File: config.mk
export PLATFORM = sky130hd
export DESIGN_NAME = main_fsm
export DESIGN_NICKNAME = d
export VERILOG_FILES = /design/src/rtl/cpu_ctrl_pkg.sv /design/src/rtl/mem_wait_counter.sv /design/src/rtl/main_fsm.sv
export SDC_FILE = /design/constraint.sdc
export NUM_CORES = 1
export LEC_CHECK = 0
export ABC_AREA = 0
export BUFFER_PORTS_ARGS = -buffer_cell sky130_fd_sc_hd__clkbuf_2
export CORE_ASPECT_RATIO = 0.9
export CORE_UTILIZATION = 44
export CTS_CLUSTER_DIAMETER = 50
export DETAILED_ROUTE_END_ITERATION = 7
export PLACE_DENSITY_LB_ADDON = 0.25
export SYNTH_ARGS = -nofsm -noshare
export SYNTH_HDL_FRONTEND = slang
export SYNTH_SLANG_ARGS = --single-unit
File: constraint.sdc
create_clock -name clk -period 2.3 [get_ports clk]
set_clock_uncertainty 0.15 [all_clocks]
set_input_delay 0.23 -clock clk [delete_from_list [all_inputs] [get_ports clk]]
set_output_delay 0.23 -clock clk [all_outputs]
set_load 0.02 [all_outputs]
File: src/rtl/cpu_ctrl_pkg.sv
// Shared definitions for the multicycle CPU control path: state encoding,
// instruction class codes and datapath mux select values.
package cpu_ctrl_pkg;

   // 4-bit state encoding; the values are visible on state_o for debug.
   typedef enum logic [3:0] {
      S_FETCH    = 4'd0,
      S_DECODE   = 4'd1,
      S_MEMADR   = 4'd2,
      S_MEMREAD  = 4'd3,
      S_MEMWB    = 4'd4,
      S_MEMWRITE = 4'd5,
      S_EXECR    = 4'd6,
      S_EXECI    = 4'd7,
      S_ALUWB    = 4'd8,
      S_BRANCH   = 4'd9
   } state_e;

   // Instruction class (Op field)
   localparam logic [1:0] OP_DP     = 2'b00;
   localparam logic [1:0] OP_MEM    = 2'b01;
   localparam logic [1:0] OP_BRANCH = 2'b10;
   localparam logic [1:0] OP_UNDEF  = 2'b11;

   // ALU operand A select
   localparam logic SRCA_REG = 1'b0;
   localparam logic SRCA_PC  = 1'b1;

   // ALU operand B select
   localparam logic [1:0] SRCB_REG  = 2'b00;
   localparam logic [1:0] SRCB_IMM  = 2'b01;
   localparam logic [1:0] SRCB_FOUR = 2'b10;

   // Result bus select
   localparam logic [1:0] RES_ALUOUT = 2'b00;
   localparam logic [1:0] RES_DATA   = 2'b01;
   localparam logic [1:0] RES_ALU    = 2'b10;

   // Memory address select
   localparam logic ADR_PC     = 1'b0;
   localparam logic ADR_RESULT = 1'b1;

   // States that wait on mem_ready and are supervised by the wait counter.
   function automatic logic is_wait_state(input state_e s);
      return (s == S_FETCH) || (s == S_MEMREAD) || (s == S_MEMWRITE);
   endfunction

endpackage

File: src/rtl/mem_wait_counter.sv
// Saturating memory wait-cycle counter with a limit-reached flag.
module mem_wait_counter #(
   parameter int LIMIT = 15
) (
   input  logic clk,
   input  logic rst_n,
   input  logic clear_i,
   input  logic enable_i,
   output logic limit_o
);

   localparam int W = (LIMIT < 1) ? 1 : $clog2(LIMIT + 1);
   localparam logic [W-1:0] LIM = W'(LIMIT);

   logic [W-1:0] cnt_q;
   logic [W-1:0] cnt_d;

   // Clear has priority; counting stops once the limit is reached.
   always_comb begin
      cnt_d = cnt_q;
      if (clear_i) begin
         cnt_d = '0;
      end else if (enable_i && (cnt_q != LIM)) begin
         cnt_d = cnt_q + W'(1);
      end
   end

   // Counter register, forced to zero while reset is low.
   always_ff @(posedge clk or negedge rst_n) begin
      if (!rst_n) begin
         cnt_q <= '0;
      end else begin
         cnt_q <= cnt_d;
      end
   end

   assign limit_o = (cnt_q == LIM);

endmodule

File: src/rtl/main_fsm.sv
// Multicycle CPU main controller: sequences fetch/decode/execute and
// drives datapath strobes, with a memory wait timeout raising bus_err.
module main_fsm
   import cpu_ctrl_pkg::*;
#(
   parameter int WAIT_LIMIT = 15
) (
   input  logic       clk,
   input  logic       reset,
   input  logic [1:0] Op,
   input  logic [5:0] Funct,
   input  logic       mem_ready,
   output logic       mem_req,
   output logic       IRWrite,
   output logic       NextPC,
   output logic       RegW,
   output logic       MemW,
   output logic       Branch,
   output logic       ALUOp,
   output logic       AdrSrc,
   output logic       ALUSrcA,
   output logic [1:0] ALUSrcB,
   output logic [1:0] ResultSrc,
   output logic       undef_op,
   output logic       bus_err,
   output logic [3:0] state_o
);

   state_e state_q;
   state_e state_d;
   logic   limit_reached;
   logic   timeout;
   logic   cnt_clear;
   logic   cnt_enable;

   mem_wait_counter #(.LIMIT(WAIT_LIMIT)) u_wait (
      .clk      (clk),
      .rst_n    (reset),
      .clear_i  (cnt_clear),
      .enable_i (cnt_enable),
      .limit_o  (limit_reached)
   );

   // A wait state that has exhausted its budget and still sees no ready.
   assign timeout = is_wait_state(state_q) && !mem_ready && limit_reached;

   // Restart the count on every entry into a wait state, including the
   // FETCH->FETCH re-entry after a timeout.
   assign cnt_clear  = is_wait_state(state_d) && ((state_d != state_q) || timeout);
   assign cnt_enable = is_wait_state(state_q) && !mem_ready;

   // Next-state and Moore/ready-gated output decode.
   always_comb begin
      state_d   = state_q;
      mem_req   = 1'b0;
      IRWrite   = 1'b0;
      NextPC    = 1'b0;
      RegW      = 1'b0;
      MemW      = 1'b0;
      Branch    = 1'b0;
      ALUOp     = 1'b0;
      AdrSrc    = ADR_PC;
      ALUSrcA   = SRCA_REG;
      ALUSrcB   = SRCB_REG;
      ResultSrc = RES_ALUOUT;
      undef_op  = 1'b0;
      bus_err   = 1'b0;
      case (state_q)
         S_FETCH: begin
            mem_req   = 1'b1;
            AdrSrc    = ADR_PC;
            ALUSrcA   = SRCA_PC;
            ALUSrcB   = SRCB_FOUR;
            ResultSrc = RES_ALU;
            IRWrite   = mem_ready;
            NextPC    = mem_ready;
            if (mem_ready) state_d = S_DECODE;
         end
         S_DECODE: begin
            ALUSrcA   = SRCA_PC;
            ALUSrcB   = SRCB_FOUR;
            ResultSrc = RES_ALU;
            case (Op)
               OP_MEM:    state_d = S_MEMADR;
               OP_DP:     state_d = Funct[5] ? S_EXECI : S_EXECR;
               OP_BRANCH: state_d = S_BRANCH;
               default: begin
                  undef_op = 1'b1;
                  state_d  = S_FETCH;
               end
            endcase
         end
         S_MEMADR: begin
            ALUSrcA = SRCA_REG;
            ALUSrcB = SRCB_IMM;
            state_d = Funct[0] ? S_MEMREAD : S_MEMWRITE;
         end
         S_MEMREAD: begin
            mem_req   = 1'b1;
            AdrSrc    = ADR_RESULT;
            ResultSrc = RES_ALUOUT;
            if (mem_ready) state_d = S_MEMWB;
         end
         S_MEMWB: begin
            ResultSrc = RES_DATA;
            RegW      = 1'b1;
            state_d   = S_FETCH;
         end
         S_MEMWRITE: begin
            mem_req   = 1'b1;
            AdrSrc    = ADR_RESULT;
            ResultSrc = RES_ALUOUT;
            MemW      = mem_ready;
            if (mem_ready) state_d = S_FETCH;
         end
         S_EXECR: begin
            ALUSrcA = SRCA_REG;
            ALUSrcB = SRCB_REG;
            ALUOp   = 1'b1;
            state_d = S_ALUWB;
         end
         S_EXECI: begin
            ALUSrcA = SRCA_REG;
            ALUSrcB = SRCB_IMM;
            ALUOp   = 1'b1;
            state_d = S_ALUWB;
         end
         S_ALUWB: begin
            ResultSrc = RES_ALUOUT;
            RegW      = 1'b1;
            state_d   = S_FETCH;
         end
         S_BRANCH: begin
            ALUSrcA   = SRCA_REG;
            ALUSrcB   = SRCB_IMM;
            ResultSrc = RES_ALU;
            Branch    = 1'b1;
            state_d   = S_FETCH;
         end
         default: begin
            state_d = S_FETCH;
         end
      endcase
      // Timeout abandons the access; completion strobes are already low
      // because mem_ready is low, but keep them explicitly suppressed.
      if (timeout) begin
         bus_err = 1'b1;
         IRWrite = 1'b0;
         NextPC  = 1'b0;
         MemW    = 1'b0;
         RegW    = 1'b0;
         state_d = S_FETCH;
      end
   end

   // State register; reset low returns to FETCH at once, even mid-instruction.
   always_ff @(posedge clk or negedge reset) begin
      if (!reset) begin
         state_q <= S_FETCH;
      end else begin
         state_q <= state_d;
      end
   end

   assign state_o = state_q;

endmodule

==> run metrics, run 1 <==
outcome=finished clean; Mapped Cells=104; H-tree depth=1; Fin. Hold Viols=0; total number of vias=979; xor-xnor portion of the synthesized cell area=2.07%; fin crit share=97.4%; CP Depth=7; area grow syn2layout=42.8%; post-route minimum period=2.24 ns; Post-synth EDFFs=0; Static Leak=0.566 nW; Placer Congestion=0.878; layout cells sized above 1=48.3%; Routed WL=2510 um; Synth top area share=23.7%; gr usage total=24.2%; largest area contributor in the netlist=dfrtp_1; PwrDens=1560 nW/um2; WL met3=119 um; Min Hold Slack=0.153 ns; unrepaired setup endpoints after global routing=yes; Die Y=43.6 um; largest net degree at the start of global routing=16; GRT overflow=0; sequential share of the synthesized area=23.7%; Top Family by Delay on Critical Path=compound AO/OA/AOI/OAI gates; Least-Margin Pin Slew=0.305 ns; critical path arrival=2.23 ns; Placed Cells=158; hold path depth=2; IO Pins=30; WP data required=2.29 ns; CTS tree=yes; First-pass DRT Iterations=4; max_slew headroom=79.6%; Vias per Instance=5.86; Placement Cell Area=1060 um2; Total Power=1.88 mW; CTS Root Cell=clkbuf_4; Initial Util=48.8%; crit path max fanout=5; max-slew violation count=0; Non-Filler Instances=167; wire length on met1=1150 um; Sink Count=8; synth unique cells=51; FP Rows=14; ys flop type=dfrtp_1; Clock Latency Late Sink=0.26 ns; maximum vdd drop=0.914 mV; Finished Core Util=69.6%; pre-CTS WS=0.000776 ns; DR iter-0 viols=28; endpoint class of the critical path=register; Synth Warn #=0; nets@finish=157; Top Layer Used=met3; max-cap violation count=0; Clock transition at path regs=0.06 ns; die area=2100 um2; Final ANT Viol Nets=0; most used cell, CP=a41oi_1; Post-Syn Nets=116; CP startpoint kind=register; synthesized flop and latch total=8; CP Launch Point=u_wait.cnt_q[0]; Sum Neg Setup Slack=0 ns; Wirelength per Cell=15.0 um; initial antenna violation count=0; DRC viols=0; clock buffer depth=2; area share of fa/ha/maj cells after synthesis=2.66%; Area contributors post-synth=dfrtp_1 24%, nor2_1 5.8%, nand2_1 4.4%; Worst Reg-to-Reg Cells=7; hold path start=Op[1]; peak per-stage delay on the critical path=0.40 ns; core area=1730 um2; diodes inserted=0; met2 wire len=1240 um; Die X=48.2 um; Post-Synth Simple-Gate Area=38.0%; largest family of logic cells by synthesized area=simple AND/OR/NAND/NOR gates; Fillers=146; final worst slack=0.0605 ns; area of the multi-input gates=639 um2; Buf/Inv on CP=0; Mapped Area=846 um2; asr flop ratio synth=100%; Num CTS Buffers=3; CP Cell Sequence=ha_1 > and4b_1 > a41oi_1 > o21ai_2 > or3_4 > a41oi_1 > a21oi_1; Synth Area in Compound Gates=25.0%; I/O Buffers=25; worst r2r src=u_wait.cnt_q[0]; sum of net half-perimeters after detailed placement=1760 um; register area=204 um2; HP Class=input port to register; first-pass GRT wire length=3640 um; design area=1210 um2; mean post-synth cell area=8.13 um2; Slowest cell on crit path=dfrtp_1; Max Fclk=447 MHz; critical path class=register to register; multiplexer area fraction after synthesis=1.18%; endpoints failing setup=0; number of global-route vias before repair=817
## layout by cell type, fill, tap and decap left out, types with 2 or more instances in the layout
| cell | synthesis | routed |
|---|---|---|
| nand2_1 | 10 | 10 |
| nand3b_1 | 2 | 2 |
| xor2_1 | 2 | 2 |
| a211oi_1 | 2 | 2 |
| o22ai_1 | 2 | 2 |
| a41oi_1 | 2 | 2 |
| clkbuf_4 | 0 | 3 |
| nor2_1 | 13 | 13 |
| nand4b_1 | 2 | 2 |
| and2_1 | 3 | 3 |
| or4b_4 | 1 | 3 |
| dfrtp_1 | 8 | 5 |
| inv_1 | 3 | 3 |
| o21ai_1 | 4 | 4 |
| dfrtp_2 | 0 | 3 |
| buf_4 | 4 | 18 |
| a21oi_1 | 3 | 2 |
| nand2b_1 | 3 | 3 |
| clkbuf_2 | 0 | 24 |
## area by class of cell
type / instances / area share, %
repair buffers: 45 / 24.9
flip-flops and latches: 8 / 16.9
multi-input cells: 84 / 53.0
well taps: 24 / 2.49
clock buffers: 3 / 1.87
inverters: 3 / 0.933
## cell usage after synthesis, drive strengths merged (2+ instances only)
library cell  instances
nand3b                2
xor2                  2
a211oi                2
nor2                 14
nand4b                2
nor3                  2
and2                  4
o22ai                 2
a21oi                 3
a41oi                 2
nand3                 2
clkbuf                3
inv                   3
buf                   6
nand2                10
or3                   2
dfrtp                 8
or4b                  4
nand2b                3
o21ai                 6
## metal layers
layer	track usage, %	vias up
met5	0	-
met4	4.44	0
met3	5.83	0
met2	37.6	36
met1	34.1	478
li1	-	465
## logic make-up after synthesis
family / count (synthesis)
AND/OR/NAND/NOR: 52
AO/OA/AOI/OAI: 27
buffers and inverters: 12
flip-flops: 8
XOR/XNOR: 2
adder cells (fa/ha/maj): 2
multiplexers: 1
## timing repair
action / in CTS / in global routing
pin swaps: 1 / 5
hold endpoints to repair: 8 / 0
gates resized for setup: 0 / 16
hold buffers: 1 / 0
endpoints found under the setup margin: 1 / 7
setup buffers: 1 / 4
## flip-flops by register name, indices dropped and copies added (netlist names)
| register | flops |
|---|---|
| u_wait.cnt_q | 4 |
| state_o | 4 |
## power breakdown
group,internal [mW],switching (mW),total [mW]
combinational,0.669,0.839,1.51
sequential,0.204,0.0617,0.266
clock,0.0598,0.0482,0.108
## worst paths after layout
path	end	slack, ns
worst max-delay path	u_wait.cnt_q[2]	0.06
worst min-delay path	state_o[3]	0.15
worst max register to register	u_wait.cnt_q[2]	0.06
worst min register to register	u_wait.cnt_q[0]	0.36
max in group asynchronous	state_o[3]	1.58
min in group asynchronous	u_wait.cnt_q[3]	0.20
Note: power is estimated with default switching activity, not from simulation.
==> run 2, diff against run 1 <==
--- a/config.mk
+++ b/config.mk
@@ -7,8 +7,10 @@
 export LEC_CHECK = 0
 export ABC_AREA = 0
 export BUFFER_PORTS_ARGS = -buffer_cell sky130_fd_sc_hd__clkbuf_2
+export CELL_PAD_IN_SITES_DETAIL_PLACEMENT = 1
+export CELL_PAD_IN_SITES_GLOBAL_PLACEMENT = 2
 export CORE_ASPECT_RATIO = 0.9
-export CORE_UTILIZATION = 44
+export CORE_UTILIZATION = 24
 export CTS_CLUSTER_DIAMETER = 50
 export DETAILED_ROUTE_END_ITERATION = 7
 export PLACE_DENSITY_LB_ADDON = 0.25
==> run 2 against run 1 <==
Effect of this change: sequential share of layout area down 0.67 points; critical path depth unchanged; wire length up 9.6%; die area up 79%; clock-buffer cell count unchanged; largest power group unchanged; highest routed layer is now met4.
==> run metrics, run 2 (synthesis results as in run 1) <==
sum of net half-perimeters after detailed placement=2050 um (was 1760 um); IO Pins=30 (unchanged); pre-CTS WS=-0.0179 ns (was 0.000776 ns); Combinational Power Share=77.1% (was 80.1%); P_int=0.988 mW (was 0.933 mW); CP endpoint=u_wait.cnt_q[2] (unchanged); post-route minimum period=2.25 ns (was 2.24 ns); Static Leak=0.592 nW (was 0.566 nW); CTS tree=yes (unchanged); Placement Cell Area=1130 um2 (was 1060 um2); Max Fclk=444 MHz (was 447 MHz); Psw=0.944 mW (was 0.948 mW); Num CTS Buffers=3 (unchanged); CP Depth=7 (unchanged); WP data required=2.30 ns (was 2.29 ns); CP Launch Point=state_o[3] (was u_wait.cnt_q[0]); Initial Util=25.0% (was 48.8%); initial antenna violation count=0 (unchanged); clock buffer depth=2 (unchanged); CP Cell Sequence=buf_4 > or4b_4 > o32a_1 > and2_4 > o31ai_4 > a41oi_1 > a21oi_1 (was ha_1 > and4b_1 > a41oi_1 > o21ai_2 > or3_4 > a41oi_1 > a21oi_1); max-slew violation count=0 (unchanged); Min Hold Slack=0.172 ns (was 0.153 ns); Routed WL=2750 um (was 2510 um); CP startpoint kind=register (unchanged); Seq pwr share=14.3% (was 14.1%); endpoint class of the critical path=register (unchanged); FF-to-FF End=u_wait.cnt_q[2] (unchanged); Vias per Instance=4.96 (was 5.86); DRC viols=0 (unchanged); Final ANT Viol Nets=0 (unchanged); layout cells sized above 1=50.3% (was 48.3%); largest net degree at the start of global routing=19 (was 16); Sink Count=8 (unchanged); PwrDens=1540 nW/um2 (was 1560 nW/um2); R2R setup slack=0.05 ns (was 0.06 ns); outcome=finished clean (unchanged); Least-Margin Pin Slew=0.333 ns (was 0.305 ns); diodes inserted=0 (unchanged); Slowest cell on crit path=or4b_4 (was dfrtp_1); Clock transition at path regs=0.04 ns (was 0.06 ns); critical path arrival=2.25 ns (was 2.23 ns); First-pass DRT Iterations=4 (unchanged); Top Family by Delay on Critical Path=compound AO/OA/AOI/OAI gates (unchanged); commonest cells after routing, fill and taps aside=25 x clkbuf_2, 24 x buf_4, 13 x nor2_1, 10 x nand2_1, 5 x dfrtp_1 (was 24 x clkbuf_2, 18 x buf_4, 13 x nor2_1, 10 x nand2_1, 5 x dfrtp_1); max-cap violation count=0 (unchanged); Fin. Hold Viols=0 (unchanged); Die X=64.6 um (was 48.2 um); leading cell type in the layout, fill and taps excluded=clkbuf_2 (unchanged); critical path class=register to register (unchanged); fin crit share=97.9% (was 97.4%); I/O Buffers=25 (unchanged); Finished Core Util=37.2% (was 69.6%); number of global-route vias before repair=939 (was 817); Die Y=58.3 um (was 43.6 um); peak per-stage delay on the critical path=0.52 ns (was 0.40 ns); core area=3380 um2 (was 1730 um2); HP Class=input port to register (unchanged); unrepaired setup endpoints after global routing=yes (unchanged); GRT overflow=0 (unchanged); H-tree depth=1 (unchanged); Sw Ratio=48.9% (was 50.4%); maximum vdd drop=0.588 mV (was 0.914 mV); Wirelength per Cell=14.3 um (was 15.0 um); Total Power=1.93 mW (was 1.88 mW); die area=3770 um2 (was 2100 um2); Fillers=433 (was 146); endpoints failing setup=0 (unchanged); max_slew headroom=77.8% (was 79.6%); FP Rows=20 (was 14); total number of vias=958 (was 979); crit path max fanout=4 (was 5); Placer Congestion=0.717 (was 0.878); Clock Latency Late Sink=0.23 ns (was 0.26 ns); Worst Reg-to-Reg Cells=7 (unchanged); first-pass GRT wire length=4360 um (was 3640 um); CTS Root Cell=clkbuf_8 (was clkbuf_4); gr usage total=15.5% (was 24.2%); final worst slack=0.0487 ns (was 0.0605 ns); nets@finish=163 (was 157); design area=1260 um2 (was 1210 um2); Buf/Inv on CP=1 (was 0); DR iter-0 viols=45 (was 28); worst r2r src=state_o[3] (was u_wait.cnt_q[0]); clock network power share=8.6% (was 5.7%); area grow syn2layout=48.7% (was 42.8%)
## run 2: changes by cell type in the layout (fill, tap and decap cells not counted), moves of 2 or more
cell / previous run / this run
buf_4: 18 / 24
clkbuf_4: 3 / 0
clkbuf_8: 0 / 3
o21ai_1: 4 / 2
o21ai_2: 1 / 3
## run 2: area by class of cell
| type | instances | area (um2) | share of cell area (%) |
|---|---|---|---|
| Clock buffer | 3 | 41.3 | 3.28 |
| Sequential cell | 8 | 204 | 16.2 |
| Tap cell | 44 | 55.1 | 4.38 |
| Multi-Input combinational cell | 84 | 619 | 49.3 |
| Inverter | 3 | 11.3 | 0.896 |
| Timing Repair Buffer | 51 | 327 | 26.0 |
## run 2: how the worst min path moves through the flow
stage | cells past startpoint | slack (ns) | to | from
after floorplan | 0 | -0.22 | state_o[0] | reset
after global placement | 1 | -0.06 | u_wait.cnt_q[1] | reset
after detailed placement | 1 | -0.06 | u_wait.cnt_q[1] | reset
after CTS | 2 | 0.16 | state_o[3] | Op[1]
after global routing | 2 | 0.20 | state_o[3] | Op[1]
final | 2 | 0.17 | state_o[3] | Op[1]
## run 2: layer usage
layer	routed length [um]	up-vias	track usage [%]
met1	1290	458	21.0
li1	-	473	-
met2	1330	20	24.1
met5	0	-	0
met4	67	0	8.89
met3	63	7	1.74
## run 2: repair_timing
item | CTS | global route
buffers inserted | 0 | 5
pin swaps | 0 | 1
hold endpoints to repair | 8 | 0
gates cloned | 0 | 0
hold buffers | 1 | 0
gates resized for setup | 3 | 7
setup endpoints to repair | 3 | 5
## run 2: through the flow
| step | instances | TNS, ns |
|---|---|---|
| final | 193 | 0 |
| after global routing | 193 | -0.159 |
| after CTS | 188 | -0.00466 |
| after detailed placement | 184 | -0.0179 |
| after global placement | 184 | 0 |
| after floorplan | 104 | 0 |
## run 2: power groups by stage
stage / clock network (mW) / registers, mW / logic (mW)
6_report: 0.166 / 0.277 / 1.49
5_1_grt: 0.176 / 0.287 / 1.64
4_1_cts: 0.174 / 0.280 / 1.41
3_5_place_dp: 0 / 0.280 / 1.39
3_3_place_gp: 0 / 0.275 / 1.36
2_1_floorplan: 0 / 0.290 / 0.891
